<file path="src/rtl/serial_frame_tx.sv">
// serial_frame_tx: double-buffered parallel-to-serial frame transmitter.
// Frame = start 0, DATA_WIDTH data bits, stop 1; each bit CLKS_PER_BIT clocks.
module serial_frame_tx #(
  parameter int DATA_WIDTH   = 16,
  parameter int CLKS_PER_BIT = 4,
  parameter int MSB_FIRST    = 1
) (
  input  logic                  CLOCK_50,
  input  logic                  Reset,
  input  logic [DATA_WIDTH-1:0] Parallel_Data,
  input  logic                  Load_Valid,
  output logic                  Load_Ready,
  output logic                  Serial_Out,
  output logic                  Busy,
  output logic                  Frame_Done
);

  localparam int CW = $clog2(CLKS_PER_BIT) + 1;
  localparam int NW = $clog2(DATA_WIDTH) + 1;
  localparam logic [CW-1:0] BIT_LAST  = CW'(CLKS_PER_BIT - 1);
  localparam logic [NW-1:0] DATA_LAST = NW'(DATA_WIDTH - 1);

  typedef enum logic [1:0] {
    IDLE,
    START,
    DATA,
    STOP
  } state_t;

  state_t                state;
  logic [DATA_WIDTH-1:0] hold_reg;
  logic                  hold_full;
  logic [DATA_WIDTH-1:0] shift_reg;
  logic [CW-1:0]         bit_cnt;
  logic [NW-1:0]         data_cnt;
  logic                  serial_q;
  logic                  busy_q;
  logic                  done_q;

  function automatic logic out_bit(
    input logic [DATA_WIDTH-1:0] v
  );
    return (MSB_FIRST != 0) ? v[DATA_WIDTH-1] : v[0];
  endfunction

  function automatic logic [DATA_WIDTH-1:0] shifted(
    input logic [DATA_WIDTH-1:0] v
  );
    return (MSB_FIRST != 0) ? (v << 1) : (v >> 1);
  endfunction

  assign Load_Ready = ~hold_full;
  assign Serial_Out = serial_q;
  assign Busy       = busy_q;
  assign Frame_Done = done_q;

  // Holding-register handshake plus the framing FSM with registered outputs.
  always_ff @(posedge CLOCK_50 or posedge Reset) begin
    if (Reset) begin
      state     <= IDLE;
      hold_reg  <= '0;
      hold_full <= 1'b0;
      shift_reg <= '0;
      bit_cnt   <= '0;
      data_cnt  <= '0;
      serial_q  <= 1'b1;
      busy_q    <= 1'b0;
      done_q    <= 1'b0;
    end else begin
      done_q <= 1'b0;

      if (Load_Valid && !hold_full) begin
        hold_reg  <= Parallel_Data;
        hold_full <= 1'b1;
      end

      unique case (state)
        IDLE: begin
          if (hold_full) begin
            state     <= START;
            shift_reg <= hold_reg;
            hold_full <= 1'b0;
            bit_cnt   <= '0;
            serial_q  <= 1'b0;
            busy_q    <= 1'b1;
          end
        end
        START: begin
          if (bit_cnt == BIT_LAST) begin
            state     <= DATA;
            bit_cnt   <= '0;
            data_cnt  <= '0;
            serial_q  <= out_bit(shift_reg);
            shift_reg <= shifted(shift_reg);
          end else begin
            bit_cnt <= bit_cnt + 1'b1;
          end
        end
        DATA: begin
          if (bit_cnt == BIT_LAST) begin
            bit_cnt <= '0;
            if (data_cnt == DATA_LAST) begin
              state    <= STOP;
              serial_q <= 1'b1;
            end else begin
              data_cnt  <= data_cnt + 1'b1;
              serial_q  <= out_bit(shift_reg);
              shift_reg <= shifted(shift_reg);
            end
          end else begin
            bit_cnt <= bit_cnt + 1'b1;
          end
        end
        STOP: begin
          if (bit_cnt == BIT_LAST) begin
            done_q  <= 1'b1;
            bit_cnt <= '0;
            if (hold_full) begin
              // Buffered word: chain straight into the next start bit.
              state     <= START;
              shift_reg <= hold_reg;
              hold_full <= 1'b0;
              serial_q  <= 1'b0;
            end else begin
              state  <= IDLE;
              busy_q <= 1'b0;
            end
          end else begin
            bit_cnt <= bit_cnt + 1'b1;
          end
        end
        default: begin
          state  <= IDLE;
          busy_q <= 1'b0;
        end
      endcase
    end
  end

endmodule

</file>
<file path="config.mk">
export PLATFORM = sky130hd
export DESIGN_NAME = serial_frame_tx
export DESIGN_NICKNAME = d
export VERILOG_FILES = /design/src/rtl/serial_frame_tx.sv
export SDC_FILE = /design/constraint.sdc
export NUM_CORES = 1
export LEC_CHECK = 0
export CORE_MARGIN = 10
export CORE_UTILIZATION = 56
export DETAILED_ROUTE_END_ITERATION = 8
export PLACE_DENSITY_LB_ADDON = 0.15
export REMOVE_ABC_BUFFERS = 1
export SETUP_SLACK_MARGIN = 0.02
export SYNTH_ARGS = -nofsm -noshare
export SYNTH_HDL_FRONTEND = slang
export SYNTH_SLANG_ARGS = --single-unit
export TNS_END_PERCENT = 30
</file>
<file path="constraint.sdc">
create_clock -name CLOCK_50 -period 2.3 [get_ports CLOCK_50]
set_clock_uncertainty 0.1 [all_clocks]
set_input_delay 0.46 -clock CLOCK_50 [delete_from_list [all_inputs] [get_ports CLOCK_50]]
set_output_delay 0.46 -clock CLOCK_50 [all_outputs]
set_load 0.03 [all_outputs]
</file>
==> results by group <==
Status
  • Status: finished, final reports clean

Synthesis
  • Yosys cell types: 36
  • Yosys reg bits: between 40 and 50
  • Post-synth EDFFs: 0
  • Mapped Area: about 2200 sq um
  • Post-synthesis sequential area ratio: 0.519
  • Main synth FF type: dfrtp_1
  • FFs w/ async S/R, synth: 1.00
  • Synth Instances: between 150 and 200
  • YS warnings: 0
  • Syn avg cell area: 11.8 sq um

Critical path
  • WS Path Type: flop to output pin
  • CP startpoint kind: flop
  • CP Data Required Time: between 1500 and 2000 ps
  • Crit path arrival time: around 1500 ps
  • Slowest stage delay, CP: approximately 670 ps
  • Worst Path Max Fanout: 2
  • Slowest cell on crit path: clkdlybuf4s50_1
  • Critical path cell sequence: clkdlybuf4s50_1
  • Worst setup EP type: output pin
  • CP startpoint: Serial_Out
  • WP buf/inv: 1
  • Reg2reg start: data_cnt[0]
  • Cell class contributing the biggest share of worst-path delay: buffers and inverters

Route
  • Routed vias/inst: between 5 and 6
  • Routed WL: roughly 4.0 mm
  • DR DRC count: 0
  • Vias: 1480
  • Detail Route Antenna Nets: 0
  • Starting DRT DRC Count: ~60
  • Drt first pass iters: 5
  • WL per Instance: between 15 and 20 microns

Timing
  • Fin. max-slew vios: 0
  • Setup TNS: 0 ps
  • Rel. slew slack: 0.612
  • Min Tclk post-route: between 2000 and 2500 ps
  • Final Hold Fails: 0
  • Final setup margin: 237 ps
  • Final period util: 0.897
  • Least-Margin Pin Slew: slightly below 600 ps
  • RSZ-0062 raised after global routing: false
  • Fmax: 0.485 GHz
  • Setup-failing EPs final: 0

Floorplanning
  • Die Span Y: 83.0 microns
  • # rows: 22
  • Die footprint: between 6000 and 7000 sq um
  • Core area: around 3700 sq um
  • Initial Utilization: 0.593
  • Die width: ~83 microns
  • # IOs: 23

Power and ir drop
  • Total Power: about 0.0038 W
  • PwrDens: approximately 1500 nW/um^2
  • Static leakage: ~1.2 nW
  • Maximum VDD drop: 710 uV

Clocking
  • Worst skew pair latency: just under 300 ps
  • Max clock buf depth: 2
  • Cts hold-fix bufs: 0
  • Max H-tree Level: 2
  • Clk slew on worst S/H paths: 80 ps
  • Post-CTS setup buffers: 0
  • TritonCTS clock tree: done
  • CTS Sinks: 46
  • Post_cts resized: 0
  • Inserted Clock Buffers: 5
  • CTS Root Cell: clkbuf_8

Global route
  • Vias in the first global route: about 1500
  • Initial antenna violation count: 0
  • Largest net degree at the start of global routing: 33
  • GRT Util Overall: 0.116
  • First-pass GRT wire length: just under 7 mm
  • GR Overflow Total: 0

Placed design
  • Pre-CTS setup slack: approximately 280 ps
  • Buffers on Ports: 22
  • Detail Placement HPWL: about 2.9 mm
  • RePlAce Congestion: between 0.8 and 0.9

Min path
  • Tightest Hold Check Type: input port to async pin

Layout
  • Layout Nets: approximately 240
  • Number of fill cells: around 300
  • Multi-input logic area: roughly 950 sq um
  • # diodes: 0
  • Proportion of layout cells with a drive suffix above 1: 0.146
  • P&R area growth vs syn: 15.4%
  • Seq. cell area: between 1000 and 1500 sq um

Job
  • Max Cap Viol: 0
==> cells in the mapped netlist (2+ instances only) <==
| cell | count | area share |
|---|---|---|
| dfrtp_1 | 45 | 0.51 |
| nand2_1 | 25 | 0.042 |
| o21ai_1 | 19 | 0.043 |
| mux2i_1 | 15 | 0.068 |
| mux2_4 | 11 | 0.074 |
| inv_1 | 9 | 0.015 |
| ha_1 | 7 | 0.039 |
| a22o_1 | 6 | 0.024 |
| mux2_1 | 6 | 0.030 |
| a21oi_1 | 5 | 0.011 |
| buf_4 | 4 | 0.014 |
| o31ai_1 | 4 | 0.014 |
| buf_2 | 3 | 0.0068 |
| buf_6 | 3 | 0.015 |
| nor2_1 | 3 | 0.0051 |
| a31oi_1 | 2 | 0.0056 |
| nand2b_1 | 2 | 0.0056 |
==> cell type report <==
cell class / instances / area share
Tap cell: 48 / 0.0234
Multi-Input combinational cell: 123 / 0.373
Timing Repair Buffer: 27 / 0.105
Sequential cell: 46 / 0.450
Inverter: 9 / 0.0132
Clock inverter: 1 / 0.00195
Clock buffer: 7 / 0.0337
==> cell usage in the layout, fill, tap and decap left out, drive strengths merged <==
cell,Yosys,final
buf,10,5
mux2,17,17
o221ai,1,1
a32o,1,1
a21oi,6,6
o21ai,21,21
clkdlybuf4s50,0,22
a211oi,1,1
nand3,1,1
nand2b,2,2
inv,9,8
o21a,1,1
clkinv,0,2
nand4b,1,1
or2,1,1
o22a,1,1
clkbuf,0,7
a22o,6,6
nor2,3,3
ha,7,7
a21o,1,1
nor3,2,2
nand2,25,25
o31ai,4,4
a31oi,2,2
mux2i,15,15
dfrtp,45,45
dfstp,1,1
nor2b,3,3
and3,1,1
==> cell families (layout without fill, tap and decap cells) <==
group,count (synthesis),count (layout),synth area share
simple gates,39,39,0.0857
buf+inv,19,44,0.0507
compound gates,45,45,0.132
fa+ha+maj,7,7,0.0395
flops,46,46,0.519
mux,32,32,0.172
==> report_power, final <==
group | switching, W | internal (W) | leakage [nW] | total (W)
Clock | 0.000251 | 0.000242 | 0.0482 | 0.000494
Sequential | 0.000215 | 0.00119 | 0.567 | 0.00140
Combinational | 0.00101 | 0.000894 | 0.554 | 0.00190
==> routing by layer <==
metal,global-route usage,vias to the layer above,part of all wire
met5,0,-,0
met3,0.0381,10,0.034
met2,0.196,34,0.51
met1,0.132,731,0.44
li1,-,705,-
met4,0.0462,0,0.020
==> final timing paths <==
kind | slack (ps) | end | cells past startpoint
setup / recovery | 240 | Serial_Out | 1
hold / removal | 360 | data_cnt[4] | 2
setup reg to reg | 240 | state[1] | 7
hold reg to reg | 390 | hold_reg[6] | 1
max in group asynchronous | 1240 | shift_reg[12] | 3
min in group CLOCK_50 | 390 | hold_reg[6] | 1
==> metrics by stage <==
step | utilization | instance area (sq um) | hold WS (ps) | cells
detailed placement | 0.660 | 2470 | 374 | 253
floorplan | - | 2140 | 355 | 178
finish | 0.684 | 2560 | 356 | 261
global route | 0.684 | 2560 | 394 | 261
CTS | 0.684 | 2560 | 374 | 261
global placement | 0.660 | 2470 | 366 | 253
Note: power is estimated with default switching activity, not from simulation.
